===== config.mk =====
export PLATFORM = sky130hd
export DESIGN_NAME = uart_frame_tx
export DESIGN_NICKNAME = d
export VERILOG_FILES = /design/src/rtl/uart_frame_tx.sv
export SDC_FILE = /design/constraint.sdc
export NUM_CORES = 1
export LEC_CHECK = 0
export CAP_MARGIN = 20
export CORE_AREA = 2 2 62 64
export CTS_CLUSTER_DIAMETER = 30
export DETAILED_ROUTE_END_ITERATION = 8
export DIE_AREA = 0 0 64 66
export PLACE_DENSITY = 0.76
export SKIP_LAST_GASP = 1
export SYNTH_ARGS = -nofsm -noshare
export SYNTH_HDL_FRONTEND = slang
export SYNTH_SLANG_ARGS = --single-unit

===== constraint.sdc =====
create_clock -name clk -period 2.03 [get_ports clk]
set_clock_uncertainty 0.1 [all_clocks]
set_input_delay 0.406 -clock clk [delete_from_list [all_inputs] [get_ports clk]]
set_output_delay 0.406 -clock clk [all_outputs]
set_load 0.1 [all_outputs]

===== src/rtl/uart_frame_tx.sv =====
// Byte-wide UART transmitter: one-word holding register feeding a start/data/parity/stop
// serialiser timed by an internal baud counter. tx_o idles high.
module uart_frame_tx #(
  parameter int CLKS_PER_BIT = 16,
  parameter int DATA_BITS    = 8,
  parameter int PARITY_EN    = 0,
  parameter int PARITY_ODD   = 0,
  parameter int STOP_BITS    = 1
) (
  input  logic                 clk,
  input  logic                 reset,
  input  logic [DATA_BITS-1:0] data,
  input  logic                 send,
  output logic                 ready,
  output logic                 busy,
  output logic                 tx_o
);

  localparam int BAUD_W = (CLKS_PER_BIT > 1) ? $clog2(CLKS_PER_BIT) : 1;
  localparam int BIT_W  = $clog2(DATA_BITS + 1);

  localparam logic [BAUD_W-1:0] BAUD_LAST = BAUD_W'(CLKS_PER_BIT - 1);
  localparam logic [BIT_W-1:0]  DATA_LAST = BIT_W'(DATA_BITS - 1);
  localparam logic [BIT_W-1:0]  STOP_LAST = BIT_W'(STOP_BITS - 1);
  localparam logic              ODD_BIT   = (PARITY_ODD != 0);

  typedef enum logic [2:0] {
    IDLE,
    START,
    DATA,
    PARITY,
    STOP
  } state_t;

  state_t               state;
  logic [DATA_BITS-1:0] hold_reg;
  logic                 hold_full;
  logic [DATA_BITS-1:0] shifter;
  logic                 parity_bit;
  logic [BAUD_W-1:0]    baud_cnt;
  logic [BIT_W-1:0]     bit_cnt;

  logic baud_wrap;
  logic stop_done;
  logic load_now;
  logic accept;

  assign baud_wrap = (baud_cnt == BAUD_LAST);
  assign stop_done = (state == STOP) && baud_wrap && (bit_cnt == STOP_LAST);
  assign load_now  = hold_full && ((state == IDLE) || stop_done);

  // The holding register empties on a load edge, so a byte offered on that
  // same edge is taken even though ready is still low during that cycle.
  assign accept = send && (!hold_full || load_now);
  assign ready  = !hold_full;

  always_ff @(posedge clk or posedge reset) begin
    if (reset) begin
      hold_reg  <= '0;
      hold_full <= 1'b0;
    end else if (accept) begin
      hold_reg  <= data;
      hold_full <= 1'b1;
    end else if (load_now) begin
      hold_full <= 1'b0;
    end
  end

  always_ff @(posedge clk or posedge reset) begin
    if (reset) begin
      state      <= IDLE;
      shifter    <= '0;
      parity_bit <= 1'b0;
      baud_cnt   <= '0;
      bit_cnt    <= '0;
      tx_o       <= 1'b1;
      busy       <= 1'b0;
    end else begin
      baud_cnt <= baud_wrap ? '0 : baud_cnt + 1'b1;
      case (state)
        IDLE: begin
          tx_o     <= 1'b1;
          busy     <= 1'b0;
          baud_cnt <= '0;
          bit_cnt  <= '0;
          if (hold_full) begin
            shifter    <= hold_reg;
            parity_bit <= (^hold_reg) ^ ODD_BIT;
            state      <= START;
            tx_o       <= 1'b0;
            busy       <= 1'b1;
          end
        end
        START: begin
          if (baud_wrap) begin
            state   <= DATA;
            tx_o    <= shifter[0];
            bit_cnt <= '0;
          end
        end
        DATA: begin
          if (baud_wrap) begin
            if (bit_cnt == DATA_LAST) begin
              bit_cnt <= '0;
              if (PARITY_EN != 0) begin
                state <= PARITY;
                tx_o  <= parity_bit;
              end else begin
                state <= STOP;
                tx_o  <= 1'b1;
              end
            end else begin
              shifter <= shifter >> 1;
              tx_o    <= shifter[1];
              bit_cnt <= bit_cnt + 1'b1;
            end
          end
        end
        PARITY: begin
          if (baud_wrap) begin
            state   <= STOP;
            tx_o    <= 1'b1;
            bit_cnt <= '0;
          end
        end
        STOP: begin
          if (baud_wrap) begin
            if (bit_cnt == STOP_LAST) begin
              bit_cnt <= '0;
              // A byte already waiting starts its frame with no idle gap.
              if (hold_full) begin
                shifter    <= hold_reg;
                parity_bit <= (^hold_reg) ^ ODD_BIT;
                state      <= START;
                tx_o       <= 1'b0;
              end else begin
                state <= IDLE;
                tx_o  <= 1'b1;
                busy  <= 1'b0;
              end
            end else begin
              bit_cnt <= bit_cnt + 1'b1;
            end
          end
        end
        default: begin
          state <= IDLE;
          tx_o  <= 1'b1;
          busy  <= 1'b0;
        end
      endcase
    end
  end

endmodule


==> impl_metrics.yaml, run 1 <==
placed_design:
  dp.cells: 206
  gp_congestion: 0.8053
  port_buffers: 13
  place_ws_ns: -0.09442
  hpwlAfterDp_um: 2145
grt:
  grt-busiest-layer: "met2"
  grt_use_met3_pct: 4.770
  grtUsageTotal_pct: 15.95
  met1_usage_pct: 19.29
  grt_start_max_net_pins: 31
  first_global_vias: 1124
  gr-total-overflow: 0
  use_met2_pct: 27.73
  grt_pass1_wl_um: 5181
  antenna_found_initial: 0
logic_synthesis:
  synthArstFlopShare_pct: 100.0
  synth_cell_types: 41
  syn-cell-area_um2: 1529
  syn_nets: 146
  ys_seq_elements: 30
  seq_area_frac_synth_pct: 49.18
  postSynthAreaPerCell_um2: 11.58
  yosys_warnings: 0
  syn_inst: 132
  synth-edff-count: 0
  synth-main-ff-cell: "dfrtp_1"
run:
  max_cap_viol_count: 0
cts:
  cts.clk_slew.worst_paths_ns: 0.10
  numCtsBuffers: 5
  htree_num_levels: 2
  clk_latency_ns: 0.32
  cts_tree: "done"
  clock-sinks: 30
  cts_buffer_depth: 2
  clockRootBuffer: "clkbuf_4"
timing:
  slew-limit-headroom_pct: 74.87
  setup_violations: 1
  drv_slew: 0
  finalWorstPathRequiredPeriod_ns: 2.038
  rsz0062_at_grt: "yes"
  period_share_pct: 100.4
  fmax_mhz: 490.8
  worstMarginPinSlew_ns: 0.3769
  setup_ws_ns: -0.007536
  hold_violations: 0
pwr:
  powerDensity_nw_per_um2: 1471
  sequentialPowerShare_pct: 37.0
  pwr-share-comb_pct: 51.6
  internal_power_mw: 1.822
  power_mw: 2.933
  p_sw_mw: 1.111
  switching_share_pct: 37.89
  p_leak_nw: 0.8534
  p_clk_share_pct: 11.4
  ir_drop_v: 0.0006474
critical_path:
  path_max_fanout: 8
  cp_top_family: "flip-flops"
  critPathBufInv: 2
  cpPeakStageDelay_ns: 0.40
  worstPathRequired_ns: 2.14
  startpoint_type: "register"
  crit_path_end_kind: "register"
  timing.rr.end: "hold_reg[6]"
  reg2reg_from: "bit_cnt[0]"
  crit_arrival_ns: 2.14
  reg2reg_slack_ns: -0.008
  critical_path_class: "register to register"
  crit_chain: "inv_2, ha_4, or3b_4, buf_6, o21ai_4, a31oi_4, mux2_4"
  slowest_stage: "dfrtp_1"
  reg2reg_depth: 7
routing:
  drt-pass1-iter-count: 4
  viasPerCell: 5.167
  vias: 1116
  wl_per_cell_um: 13.63
  drt_iter0_markers: 64
  ant_nets: 0
  wl_um: 2945
  drc_errors: 0
floorplanning:
  core_um2: 3551
  die_h_um: 66
  die-area_um2: 4224
  die_x_um: 64
  ios: 14
  start_util_pct: 43.06
  rows: 22
cells_and_area:
  final_util_pct: 56.17
  area_delta_synth_final_pct: 30.44
  drive_gt1_share_pct: 42.86
  nNetsFinal: 181
  finalNonFillerCells: 216
  antenna_cells: 0
worst_hold_path:
  hp-class: "primary input to asynchronous set/reset pin"
run_status:
  violations: "negative setup slack"
  status: "finished with violations"
synthesized netlist by cell type (all sizes together), types with 2 or more instances:
cell    count  area, um2
nand3b      3      22.52
dfrtp      29      725.7
nor2        9      41.29
a31oi       3      33.78
a21oi       9      45.04
o21ai       5      28.78
mux2       23      259.0
or2         2      12.52
ha          3      37.54
nand3       4      20.02
inv         6      22.52
nand2       9      33.78
buf         3      21.27
nor2b       2      12.51
worst max path at each step:
stage | start | to | slack (ns) | depth (start not counted)
floorplan | bit_cnt[0] | shifter[0] | 0.01 | 7
global placement | bit_cnt[0] | shifter[3] | 0.01 | 6
detailed placement | bit_cnt[0] | shifter[3] | -0.09 | 6
CTS | bit_cnt[0] | hold_reg[6] | -0.03 | 7
global route | bit_cnt[1] | hold_reg[6] | -0.08 | 7
finish | bit_cnt[0] | hold_reg[6] | -0.008 | 7
metrics by stage:
stage	hold slack, ns	cell area, um2	setup TNS [ns]
3_5_place_dp	0.4015	1856	-1.005
6_report	0.3366	1994	-0.007536
3_3_place_gp	0.3852	1856	0
5_1_grt	0.3867	1994	-0.5894
2_1_floorplan	0.3631	1533	0
4_1_cts	0.3420	1957	-0.05196
routing by layer:
metal / share of wire [%] / routed length [um]
met5: 0 / 0
met4: 1.2 / 34
met3: 4.6 / 135
met2: 51 / 1502
met1: 43 / 1273
worst register-to-register path, delay by kind of cell, from the launching register on:
kind | cells | cell delay [ns]
flops | 1 | 0.40
simple gates | 1 | 0.39
mux | 1 | 0.34
compound gates | 2 | 0.34
buf+inv | 2 | 0.23
fa+ha+maj | 1 | 0.12
timing repair:
action	in CTS	in global routing
setup endpoints to repair	18	20
hold buffers	0	0
pin swaps	3	4
gates resized for setup	10	8
setup buffers	1	1
cells in the final DEF, fill, tap and decap left out, types with 2 or more instances in the layout:
master | Yosys | routed
a21oi_1 | 9 | 9
a31oi_1 | 2 | 2
buf_12 | 0 | 3
buf_4 | 0 | 18
clkbuf_4 | 0 | 5
clkdlybuf4s50_1 | 0 | 10
clkinv_2 | 0 | 2
dfrtp_1 | 29 | 29
ha_1 | 3 | 2
inv_1 | 6 | 3
inv_2 | 0 | 2
mux2_2 | 23 | 16
mux2_4 | 0 | 7
nand2_1 | 9 | 9
nand3_1 | 4 | 3
nand3b_1 | 3 | 3
nor2_1 | 8 | 8
nor2b_1 | 2 | 2
o21ai_0 | 4 | 4
power by group through the flow:
stage	clock, mW	combinational, mW	sequential, mW
global route	0.376	1.64	1.13
floorplan	0	0.867	1.16
CTS	0.346	1.42	1.08
global placement	0	1.29	1.06
detailed placement	0	1.35	1.09
finish	0.334	1.51	1.09
kinds of logic (layout without fill, tap and decap cells):
logic type,Yosys count,after routing,synth area share (%)
AO/OA/AOI/OAI,28,28,14.16
XOR/XNOR,1,1,0.5729
adder cells (fa/ha/maj),4,4,3.192
buffers and inverters,10,46,3.109
flip-flops,30,30,49.18
multiplexers,23,23,16.94
AND/OR/NAND/NOR,36,36,12.85
area by class of cell:
cell class              count  area, um2
fillers                   297       1556
multi-input cells          92      798.3
flip-flops and latches     30      752.0
repair buffers             32      306.5
well taps                  48      60.06
clock buffers               6      41.29
inverters                   6      26.28
clock inverters             2      10.01
Power figures use the tool's default switching activity.
==> run 2: changes to the inputs <==
--- a/config.mk
+++ b/config.mk
@@ -6,12 +6,13 @@
 export NUM_CORES = 1
 export LEC_CHECK = 0
 export CAP_MARGIN = 20
-export CORE_AREA = 2 2 62 64
+export CORE_AREA = 2 2 59 61
 export CTS_CLUSTER_DIAMETER = 30
 export DETAILED_ROUTE_END_ITERATION = 8
-export DIE_AREA = 0 0 64 66
-export PLACE_DENSITY = 0.76
+export DIE_AREA = 0 0 61 63
+export PLACE_DENSITY = 0.82
 export SKIP_LAST_GASP = 1
+export SLEW_MARGIN = 20
 export SYNTH_ARGS = -nofsm -noshare
 export SYNTH_HDL_FRONTEND = slang
 export SYNTH_SLANG_ARGS = --single-unit
==> run 2 against run 1 <==
  * The run still ends with negative setup slack left
  * Critical path depth stayed put
  * Largest power group unchanged
  * Highest routed layer unchanged
  * Combinational power is 6% lower
  * Final cell count is 1.9% lower
  * Largest cell class unchanged
==> impl_metrics.yaml, run 2 (synthesized netlist as in run 1, its figures left out) <==
run_status:
  status: "finished with violations"
  violations: "negative setup slack"
cells_and_area:
  final_common_cell: "dfrtp_1"
  area_delta_synth_final_pct: 28.97
  stdcell_area_um2: 1972
  nNetsFinal: 179
  antenna_cells: 0
  drive_gt1_share_pct: 42.17
  fillers: 250
  final_cell_mix: "dfrtp_1, mux2_2, buf_4"
  finalNonFillerCells: 212
  final_util_pct: 61.01
critical_path:
  crit_arrival_ns: 2.16
  critical_path_class: "register to register"
  cpPeakStageDelay_ns: 0.41
  timing.rr.end: "hold_reg[6]"
  reg2reg_slack_ns: -0.006
  crit_path_end_kind: "register"
  critPathBufInv: 2
  reg2reg_from: "bit_cnt[0]"
  slowest_stage: "dfrtp_1"
  path_max_fanout: 8
  reg2reg_depth: 7
  crit_chain: "inv_2, ha_4, or3b_4, buf_6, o21ai_4, a31oi_4, mux2_4"
  cp_top_family: "flip-flops"
  worstPathRequired_ns: 2.15
  startpoint_type: "register"
timing:
  fin_tns_setup_ns: -0.006332
  worstMarginPinSlew_ns: 0.3772
  period_share_pct: 100.3
  hold_violations: 0
  setup_ws_ns: -0.006332
  worst_hold_slack_ns: 0.3302
  drv_slew: 0
  rsz0062_at_grt: "yes"
  fmax_mhz: 491.1
  setup_violations: 1
  finalWorstPathRequiredPeriod_ns: 2.036
  slew-limit-headroom_pct: 74.86
routing:
  drt-pass1-iter-count: 4
  vias: 1126
  ant_nets: 0
  drc_errors: 0
  wl_um: 2998
  viasPerCell: 5.311
  wl_per_cell_um: 14.14
  drt_iter0_markers: 21
grt:
  grt_pass1_wl_um: 5043
  first_global_vias: 1177
  antenna_found_initial: 0
  grt_start_max_net_pins: 31
  grtUsageTotal_pct: 17.99
  gr-total-overflow: 0
placed_design:
  dp.cells: 202
  hpwlAfterDp_um: 2105
  gp_congestion: 0.8084
  placed_area_um2: 1838
  port_buffers: 13
cts:
  clk_latency_ns: 0.33
  htree_num_levels: 2
  cts_buffer_depth: 2
  hold_buffers: 0
  cts.clk_slew.worst_paths_ns: 0.10
  clockRootBuffer: "clkbuf_4"
  numCtsBuffers: 5
  clock-sinks: 30
  cts_tree: "done"
floorplanning:
  die_h_um: 63
  die-area_um2: 3843
  rows: 21
  core_um2: 3232
  ios: 14
  die_x_um: 61
  start_util_pct: 47.31
pwr:
  powerDensity_nw_per_um2: 1462
  p_leak_nw: 0.8228
  ir_drop_v: 0.0007934
run:
  max_cap_viol_count: 0
worst_hold_path:
  hp-class: "primary input to asynchronous set/reset pin"
==> run 2: changes by cell type in the layout (fill, tap and decap cells not counted), sizes merged <==
cell,delta
clkinv,-1
buf,-2
clkinvlp,+1
==> run 2: layout make-up <==
type / instances / area (um2) / area share [%]
clock buffer: 6 / 51.30 / 2.602
clock inverter: 2 / 12.51 / 0.6345
inverter: 6 / 26.28 / 1.332
multi-input combinational: 92 / 780.7 / 39.59
sequential: 30 / 752.0 / 38.13
tap: 46 / 57.56 / 2.919
timing repair buffer: 30 / 291.5 / 14.78
==> run 2: per-stage QoR <==
stage,power [mW],setup WS [ns]
after floorplan,2.024,0.01348
after global placement,2.355,0.007230
after detailed placement,2.430,-0.06158
after CTS,2.853,-0.004284
after global routing,3.075,-0.07263
final,2.883,-0.006332
==> run 2: worst max-delay path by stage <==
stage                           from     endpoint  slack, ns  depth (start not counted)
after floorplan           bit_cnt[0]   shifter[0]       0.01                          7
after global placement    bit_cnt[0]   shifter[3]      0.007                          6
after detailed placement  bit_cnt[0]   shifter[6]      -0.06                          6
after CTS                 bit_cnt[0]  hold_reg[7]     -0.004                          7
after global routing      bit_cnt[1]  hold_reg[6]      -0.07                          7
final                     bit_cnt[0]  hold_reg[6]     -0.006                          7
==> run 2: repair_timing <==
action                     in CTS  in global routing
gates cloned                    0                  0
pin swaps                       1                  4
setup endpoints to repair      17                 18
resized for setup               5                  7
setup buffers                   0                  2
==> run 2: where the power goes <==
group | total [mW] | switching (mW) | internal [mW]
Clock | 0.382 | 0.216 | 0.166
Sequential | 1.08 | 0.207 | 0.870
Combinational | 1.42 | 0.692 | 0.732
Total | 2.88 | 1.12 | 1.77
==> run 2: metal layers <==
layer | up-vias | global-route usage (%) | part of all wire (%)
met5 | - | 0 | 0
met2 | 26 | 30.65 | 52
li1 | 543 | - | -
met4 | 0 | 7.337 | 2.1
met3 | 8 | 5.797 | 4.1
met1 | 549 | 20.05 | 41
==> run 2: tightest hold or removal path, delay by kind of cell <==
| kind | cells | cell delay (ns) |
|---|---|---|
| buffers and inverters | 3 | 0.77 |
==> run 3: changes to the inputs <==
--- a/config.mk
+++ b/config.mk
@@ -6,10 +6,10 @@
 export NUM_CORES = 1
 export LEC_CHECK = 0
 export CAP_MARGIN = 20
-export CORE_AREA = 2 2 59 61
+export CORE_AREA = 2 2 54 66
 export CTS_CLUSTER_DIAMETER = 30
 export DETAILED_ROUTE_END_ITERATION = 8
-export DIE_AREA = 0 0 61 63
+export DIE_AREA = 0 0 56 68
 export PLACE_DENSITY = 0.82
 export SKIP_LAST_GASP = 1
 export SLEW_MARGIN = 20
==> run 3 against run 2 <==
  * Count of clock-buffer cells in the layout is 1 higher
  * Critical endpoint unchanged
  * The flow still finishes with violations (negative setup slack)
  * Die area decreased by 0.91%
  * Sequential power barely moved
  * Routed wire length rose by 2.2%
  * Register-to-register slack barely moved
  * Combinational power grew 4%
  * Critical path depth is the same
  * Critical path type unchanged
  * Via count rose by 1.3%
  * Clock power up 29%
  * Worst setup slack gained 0.0031 ns
  * Non-clock buffer count grew 3
==> impl_metrics.yaml, run 3 (synthesized netlist as in run 1, its figures left out) <==
cells_and_area:
  fillers: 247
  stdcell_area_um2: 2006
  area_delta_synth_final_pct: 31.18
  antenna_cells: 0
  drive_gt1_share_pct: 43.20
  nNetsFinal: 182
  final_common_cell: "dfrtp_1"
  final_cell_mix: "dfrtp_1, mux2_2, buf_4"
cts:
  hold_buffers: 0
  clock-sinks: 30
  htree_num_levels: 2
  clk_latency_ns: 0.28
  cts_buffer_depth: 2
  cts_tree: "done"
  numCtsBuffers: 5
  clockRootBuffer: "clkbuf_8"
  cts.clk_slew.worst_paths_ns: 0.06
timing:
  hold_violations: 0
  drv_slew: 0
  setup_ws_ns: -0.003260
  worstMarginPinSlew_ns: 0.3946
  period_share_pct: 100.2
  finalWorstPathRequiredPeriod_ns: 2.033
  rsz0062_at_grt: "yes"
  worst_hold_slack_ns: 0.3925
  slew-limit-headroom_pct: 73.69
  setup_violations: 1
  fmax_mhz: 491.8
critical_path:
  worstPathRequired_ns: 2.09
  slowest_stage: "dfrtp_1"
  cpPeakStageDelay_ns: 0.39
  crit_arrival_ns: 2.10
  critPathBufInv: 2
  crit_path_end_kind: "register"
  crit_chain: "inv_2, ha_4, or3b_4, buf_6, o21ai_4, a31oi_4, mux2_4"
  critical_path_class: "register to register"
  startpoint_type: "register"
  path_max_fanout: 8
  cp_top_family: "flip-flops"
floorplanning:
  start_util_pct: 47.44
  die-area_um2: 3808
  die_h_um: 68
  core_um2: 3223
  rows: 23
  die_x_um: 56
  ios: 14
routing:
  wl_um: 3064
  viasPerCell: 5.539
  drt_iter0_markers: 11
  wl_per_cell_um: 14.87
  drc_errors: 0
  vias: 1141
  ant_nets: 0
  drt-pass1-iter-count: 4
worst_hold_path:
  hp-class: "primary input to asynchronous set/reset pin"
grt:
  antenna_found_initial: 0
  gr-total-overflow: 0
  grtUsageTotal_pct: 18.92
  grt_pass1_wl_um: 5423
  first_global_vias: 1207
  grt_start_max_net_pins: 31
pwr:
  p_leak_nw: 0.8519
  powerDensity_nw_per_um2: 1516
  ir_drop_v: 0.0009344
placed_design:
  port_buffers: 13
  hpwlAfterDp_um: 2207
  gp_congestion: 0.7971
  placed_area_um2: 1842
run_status:
  violations: "negative setup slack"
  status: "finished with violations"
run:
  max_cap_viol_count: 0
## run 3: worst reg2reg max path, stage by stage (launching register included)
cell     delay [ns]
dfrtp_1        0.39
inv_2          0.08
ha_4           0.11
or3b_4         0.39
buf_6          0.15
o21ai_4        0.15
a31oi_4        0.20
mux2_4         0.35
## run 3: report_power, final
group	total (mW)	switching, mW	leakage, nW	internal (mW)
Sequential	1.07	0.200	0.361	0.873
Clock	0.491	0.219	0.0482	0.273
Combinational	1.48	0.711	0.442	0.765
Total	3.04	1.13	0.852	1.91
## run 3: per-layer routing
| metal | track usage (%) | part of all wire [%] | vias to the layer above |
|---|---|---|---|
| met2 | 36.18 | 59 | 13 |
| li1 | - | - | 545 |
| met4 | 9.821 | 2.1 | 0 |
| met3 | 4.159 | 2.1 | 7 |
| met5 | 0 | 0 | - |
| met1 | 19.46 | 37 | 576 |
## run 3: final timing paths
| path | from | endpoint | slack (ns) | cells past startpoint |
|---|---|---|---|---|
| worst max-delay path | bit_cnt[0] | hold_reg[6] | -0.003 | 7 |
| worst min-delay path | reset | bit_cnt[3] | 0.39 | 3 |
| worst max register to register | bit_cnt[0] | hold_reg[6] | -0.003 | 7 |
| worst min register to register | shifter[5] | shifter[5] | 0.41 | 1 |
| max in group asynchronous | reset | tx_o | 1.13 | 3 |
| min in group clk | shifter[5] | shifter[5] | 0.41 | 1 |
## run 3: cell type report
class / count / area [um2] / area share (%)
Inverter: 6 / 26.28 / 1.310
Clock inverter: 1 / 5.005 / 0.2495
Tap cell: 37 / 46.29 / 2.308
Sequential cell: 30 / 752.0 / 37.49
Clock buffer: 7 / 86.33 / 4.304
Timing Repair Buffer: 33 / 314.1 / 15.66
Multi-Input combinational cell: 92 / 775.7 / 38.68
## run 3: repair_timing
| item | CTS | global route |
|---|---|---|
| pin swaps | 3 | 4 |
| endpoints found under the setup margin | 17 | 17 |
| resized for setup | 11 | 1 |
| setup buffers | 2 | 1 |
## run 3: stage by stage
step | power, mW | instances | setup TNS, ns | worst slack [ns] | utilization (%)
after floorplan | 2.024 | 132 | 0 | 0.01348 | -
after global placement | 2.363 | 195 | -0.03097 | -0.005918 | 57.14
after detailed placement | 2.459 | 195 | -0.8803 | -0.08720 | 57.14
after CTS | 3.042 | 205 | -0.01312 | -0.01312 | 61.92
after global routing | 3.239 | 206 | -0.3565 | -0.06555 | 62.23
final | 3.041 | 206 | -0.003260 | -0.003260 | 62.23
